`src/rtl/uart_core.sv`:
```
// rtl/uart_core.sv - UART transmitter and receiver with configurable framing
// TX and RX run independently; RX samples mid-bit behind a 2-flop synchroniser.
module uart_core #(
  parameter int CLKS_PER_BIT = 234,
  parameter int DATA_BITS    = 8,
  parameter int PARITY       = 0,
  parameter int STOP_BITS    = 1
) (
  input  logic       clk,
  input  logic       rst,
  input  logic [7:0] tx_data,
  input  logic       tx_valid,
  output logic       tx_ready,
  output logic       uart_tx,
  input  logic       uart_rx,
  output logic [7:0] rx_data,
  output logic       rx_valid,
  input  logic       rx_ready,
  output logic       rx_parity_err,
  output logic       rx_frame_err,
  output logic       rx_overrun
);

  localparam int            CW    = $clog2(CLKS_PER_BIT);
  localparam logic [CW-1:0] LAST  = CW'(CLKS_PER_BIT - 1);
  localparam logic [CW-1:0] HALF  = CW'(CLKS_PER_BIT / 2 - 1);
  localparam logic [2:0]    DLAST = 3'(DATA_BITS - 1);
  localparam logic [2:0]    SLAST = 3'(STOP_BITS - 1);
  localparam logic [7:0]    DMASK = 8'((1 << DATA_BITS) - 1);
  localparam logic          PODD  = (PARITY == 1);

  typedef enum logic [2:0] {S_IDLE, S_START, S_DATA, S_PARITY, S_STOP} state_t;

  state_t        tx_state, tx_next;
  logic [CW-1:0] tx_cnt;
  logic [2:0]    tx_bit;
  logic [7:0]    tx_shift;
  logic          tx_par;
  logic          tx_tick;

  assign tx_tick = (tx_cnt == LAST);

  always_comb begin
    tx_next  = tx_state;
    tx_ready = 1'b0;
    uart_tx  = 1'b1;
    case (tx_state)
      S_IDLE: begin
        tx_ready = 1'b1;
        if (tx_valid) tx_next = S_START;
      end
      S_START: begin
        uart_tx = 1'b0;
        if (tx_tick) tx_next = S_DATA;
      end
      S_DATA: begin
        uart_tx = tx_shift[0];
        if (tx_tick && tx_bit == DLAST) tx_next = (PARITY != 0) ? S_PARITY : S_STOP;
      end
      S_PARITY: begin
        uart_tx = tx_par;
        if (tx_tick) tx_next = S_STOP;
      end
      S_STOP: begin
        if (tx_tick && tx_bit == SLAST) tx_next = S_IDLE;
      end
      default: tx_next = S_IDLE;
    endcase
  end

  always_ff @(posedge clk or posedge rst) begin
    if (rst) begin
      tx_state <= S_IDLE;
      tx_cnt   <= '0;
      tx_bit   <= '0;
      tx_shift <= '0;
      tx_par   <= 1'b0;
    end else begin
      tx_state <= tx_next;
      if (tx_state == S_IDLE) begin
        tx_cnt <= '0;
        tx_bit <= '0;
        if (tx_valid) begin
          tx_shift <= tx_data & DMASK;
          tx_par   <= ^(tx_data & DMASK) ^ PODD;
        end
      end else if (tx_tick) begin
        // tx_bit counts data bits in DATA and stop bits in STOP
        tx_cnt <= '0;
        tx_bit <= (tx_next != tx_state) ? 3'd0 : tx_bit + 3'd1;
        if (tx_state == S_DATA) tx_shift <= tx_shift >> 1;
      end else begin
        tx_cnt <= tx_cnt + CW'(1);
      end
    end
  end

  logic          rx_meta, rx_sync;
  state_t        rx_state, rx_next;
  logic [CW-1:0] rx_cnt;
  logic [2:0]    rx_bit;
  logic [7:0]    rx_shift;
  logic          rx_pbit;
  logic          rx_sample;
  logic          rx_done;
  logic [7:0]    rx_word;

  always_comb begin
    rx_next   = rx_state;
    rx_sample = 1'b0;
    case (rx_state)
      S_IDLE: begin
        if (!rx_sync) rx_next = S_START;
      end
      S_START: begin
        rx_sample = (rx_cnt == HALF);
        if (rx_sample) rx_next = rx_sync ? S_IDLE : S_DATA;
      end
      S_DATA: begin
        rx_sample = (rx_cnt == LAST);
        if (rx_sample && rx_bit == DLAST) rx_next = (PARITY != 0) ? S_PARITY : S_STOP;
      end
      S_PARITY: begin
        rx_sample = (rx_cnt == LAST);
        if (rx_sample) rx_next = S_STOP;
      end
      S_STOP: begin
        rx_sample = (rx_cnt == LAST);
        if (rx_sample) rx_next = S_IDLE;
      end
      default: rx_next = S_IDLE;
    endcase
  end

  // Data enters at bit 7, so a short word ends up left-aligned in rx_shift.
  assign rx_word = rx_shift >> (8 - DATA_BITS);
  assign rx_done = (rx_state == S_STOP) && rx_sample;

  always_ff @(posedge clk or posedge rst) begin
    if (rst) begin
      rx_meta       <= 1'b1;
      rx_sync       <= 1'b1;
      rx_state      <= S_IDLE;
      rx_cnt        <= '0;
      rx_bit        <= '0;
      rx_shift      <= '0;
      rx_pbit       <= 1'b0;
      rx_data       <= '0;
      rx_valid      <= 1'b0;
      rx_parity_err <= 1'b0;
      rx_frame_err  <= 1'b0;
      rx_overrun    <= 1'b0;
    end else begin
      rx_meta  <= uart_rx;
      rx_sync  <= rx_meta;
      rx_state <= rx_next;
      if (rx_state == S_IDLE || rx_sample) rx_cnt <= '0;
      else rx_cnt <= rx_cnt + CW'(1);
      if (rx_sample) begin
        rx_bit <= (rx_next != rx_state) ? 3'd0 : rx_bit + 3'd1;
        if (rx_state == S_DATA) rx_shift <= {rx_sync, rx_shift[7:1]};
        if (rx_state == S_PARITY) rx_pbit <= rx_sync;
      end
      rx_overrun <= 1'b0;
      if (rx_done) begin
        rx_data       <= rx_word;
        rx_parity_err <= (PARITY != 0) && (rx_pbit != (^rx_word ^ PODD));
        rx_frame_err  <= !rx_sync;
        rx_valid      <= 1'b1;
        rx_overrun    <= rx_valid && !rx_ready;
      end else if (rx_ready) begin
        rx_valid <= 1'b0;
      end
    end
  end

endmodule

```
`config.mk`:
```
export PLATFORM = sky130hd
export DESIGN_NAME = uart_core
export DESIGN_NICKNAME = d
export VERILOG_FILES = /design/src/rtl/uart_core.sv
export SDC_FILE = /design/constraint.sdc
export NUM_CORES = 1
export LEC_CHECK = 0
export ABC_CLOCK_PERIOD_IN_PS = 1800
export CAP_MARGIN = 20
export CORE_MARGIN = 2
export CORE_UTILIZATION = 51
export CTS_CLUSTER_DIAMETER = 120
export DETAILED_ROUTE_END_ITERATION = 8
export PLACE_DENSITY = 0.75
export SYNTH_ARGS = -nofsm -noshare
export SYNTH_HDL_FRONTEND = slang
export SYNTH_SLANG_ARGS = --single-unit
```
`constraint.sdc`:
```
create_clock -name clk -period 1.8 [get_ports clk]
set_input_delay 0.27 -clock clk [delete_from_list [all_inputs] [get_ports clk]]
set_output_delay 0.27 -clock clk [all_outputs]
set_load 0.05 [all_outputs]
```
==> results.cfg <==
[outcome]
outcome = finished with violations
violations = setup timing

[detailed_routing]
num_vias = 2077
drt_iter0_drc = 83
vias_per_cell = 5.339
wl_per_cell_microns = 14.79
drt.antenna.violating_nets = 0
drt_pass1_iterations = 4
wl_microns = 5754
drc = 0

[synth]
ys_async_sr_fraction_pct = 100.0
synth_area_sq_um = 2887
synth_ff_type = dfrtp_1
synth.net_count = 272
avgSynthCellArea_sq_um = 11.59
seq_area_frac_synth_pct = 50.37
synth_edf_count = 0
ys_warn_count = 0
synth-seq-cells = 58
synth.distinct_cells = 52
synthCells = 249

[setup_path]
cp-end-kind = flop
critPathKind = flop to flop
worstPathArrival_ps = 2030
cp.required_ps = 2010
path_max_fanout = 6
critPathLaunchType = flop

[floorplan]
die_area_sq_um = 6277
die_x_microns = 79.23
start_util_pct = 52.74
die_h_microns = 79.23
pin_count = 27
coreArea_sq_um = 5473
rows = 27

[clock_tree]
cts_sinks = 58
clockBufferDepth = 2
ctsHoldBuffers = 0
clk_latency_ps = 330
cts_max_level = 3
numCtsBuffers = 9
root_buffer = clkbuf_8
tritoncts = built
clk_pin_slew_ps = 60

[placement]
port_buffers = 25
gp_congestion = 0.8732
pre_cts_slack_ps = -40.55
dp_hpwl_microns = 3756
placed_area_sq_um = 3433

[layout]
seq_area_sq_um = 1454
multiInputGateArea_sq_um = 1495
finalInstanceArea_sq_um = 3884
finalNetCount = 335
nFillCells = 406
area_growth_pct = 34.55
final_layout_size_suffix_gt1_share_pct = 35.33
antenna_cells = 0

[job]
maxCapViolations = 0

[timing]
hold_slack_ps = 213.9
final.setup_skew_ps = 6.085
tightest_slew_ps = 662.3
setup_viol = 2
fin_ws_ps = -12.04
setup_tns_ps = -14.37
fmax_mhz = 551.9
finalCriticalPeriod_ps = 1812
report.final.slew_viol_count = 0
fin_crit_sh_pct = 100.7
relSlewSlack_pct = 55.65
finalHoldViolCount = 0
rsz0062_at_grt = yes

[global_routing]
grtUsageTotal_pct = 19.25
first_global_vias = 2052
antenna_found_initial = 0
grt_pass1_wl_microns = 9197
grt_max_degree = 46
overflow = 0

[worst_hold_path]
timing.hold.worst.class = primary input to async pin

[power]
power_density_nw_per_um2 = 810.1
p_leak_uw = 0.001929
vdd_drop_max_v = 0.0006470
-- flip-flops by register name, indices dropped and copies added (netlist names), 3 cells and up --
| register | cells |
|---|---|
| tx_state | 3 |
| tx_shift | 8 |
| tx_bit | 3 |
| rx_data | 8 |
| rx_cnt | 8 |
| tx_cnt | 8 |
| rx_state | 3 |
| rx_bit | 3 |
| rx_shift | 8 |
-- power breakdown --
group / internal [uW] / leakage [uW] / switching [uW]
Sequential: 1410 / 0.000755 / 67.5
Combinational: 253 / 0.00107 / 204
Clock: 706 / 0.000105 / 501
Total: 2370 / 0.00193 / 772
-- worst max-delay path, cell delays in order (launching register included) --
cell	delay, ps
dfrtp_1	400
inv_2	80
ha_4	120
and4b_2	250
o211ai_4	100
or3_4	420
mux2_4	320
-- per-stage QoR --
| step | power [uW] | std cells | utilization (%) |
|---|---|---|---|
| floorplan | 1748 | 249 | - |
| global placement | 1916 | 365 | 62.73 |
| detailed placement | 1943 | 365 | 62.73 |
| CTS | 3156 | 382 | 67.19 |
| global route | 3319 | 389 | 70.96 |
| finish | 3146 | 389 | 70.96 |
-- kinds of logic after synthesis --
kind of cell	Yosys count	share of synthesized area [%]
XOR/XNOR	19	5.765
multiplexers	33	13.65
AND/OR/NAND/NOR	84	15.78
other	1	0.1299
flip-flops	58	50.37
AO/OA/AOI/OAI	23	6.459
adder cells (fa/ha/maj)	10	4.335
buffers and inverters	21	3.511
-- per-layer routing --
| metal | vias up | global-route usage (%) | share of wire, % | routed length [microns] |
|---|---|---|---|---|
| met2 | 31 | 31.44 | 53 | 3040 |
| met3 | 8 | 6.818 | 3.0 | 174 |
| li1 | 990 | - | - | - |
| met4 | 0 | 7.414 | 1.6 | 90 |
| met5 | - | 0 | 0 | 0 |
| met1 | 1048 | 23.41 | 43 | 2448 |
-- final cells by class --
type	instances	area share, %
Tap cell	72	2.320
Inverter	13	1.256
Multi-Input combinational cell	171	38.50
Timing Repair Buffer	59	15.24
Sequential cell	58	37.44
Clock inverter	5	1.353
Clock buffer	11	3.898
-- cell usage after synthesis, types with 2 or more instances --
library cell	n	share of area, %
o41ai_1	3	0.91
a31oi_1	2	0.43
xor2_1	6	1.8
nor3b_1	2	0.52
mux2_2	23	9.0
or2_2	3	0.65
nand3_1	11	1.9
o21ai_0	2	0.35
nand4_1	2	0.43
nor2_1	25	3.3
clkbuf_1	2	0.26
dfrtp_1	56	49
nand2_1	10	1.3
buf_6	2	0.78
nand2b_1	4	0.87
nor3_2	2	0.69
a21oi_1	2	0.35
o211ai_1	2	0.52
inv_1	13	1.7
xnor2_1	13	3.9
mux2_4	7	3.6
and3_1	2	0.43
nor3_1	6	1.0
buf_2	2	0.35
nor2b_1	3	0.65
a22o_1	2	0.61
mux2i_1	3	1.0
dfstp_2	2	1.8
or3_1	2	0.43
and2_1	4	0.87
ha_1	10	4.3
-- timing repair --
item | 4_1_cts | 5_1_grt
setup buffers | 0 | 7
pin swaps | 0 | 4
gates cloned | 1 | 0
setup endpoints to repair | 12 | 43
gates resized for setup | 7 | 41
-- layout by cell type (no fill, tap or decap), types with 3 or more instances in the layout --
| master | synthesis | routed |
|---|---|---|
| dfrtp_1 | 56 | 56 |
| ha_1 | 10 | 8 |
| clkdlybuf4s50_1 | 0 | 14 |
| nand2_1 | 10 | 10 |
| clkbuf_8 | 0 | 11 |
| buf_6 | 2 | 4 |
| nand3_1 | 11 | 10 |
| dlymetal6s2s_1 | 0 | 8 |
| clkinv_2 | 0 | 3 |
| nand2b_1 | 4 | 4 |
| xnor2_1 | 13 | 13 |
| nor3_1 | 6 | 4 |
| o41ai_2 | 0 | 3 |
| mux2_2 | 23 | 8 |
| buf_12 | 0 | 4 |
| buf_4 | 1 | 27 |
| mux2_4 | 7 | 22 |
| inv_1 | 13 | 11 |
| nor2_1 | 25 | 24 |
| nor3_2 | 2 | 3 |
| mux2i_1 | 3 | 3 |
| xor2_1 | 6 | 6 |
| or2_2 | 3 | 3 |
| nor2b_1 | 3 | 3 |
-- final timing paths --
check,start,endpoint,slack [ps],depth (start not counted)
max,rx_cnt[1],rx_data[3],-10,6
min,rst,rx_frame_err,210,2
max reg2reg,rx_cnt[1],rx_data[3],-10,6
max in group asynchronous,rst,tx_shift[3],1060,3
min reg2reg,rx_meta,rx_sync,360,0
min in group clk,uart_rx,rx_meta,340,1
Note: power is estimated with default switching activity, not from simulation.
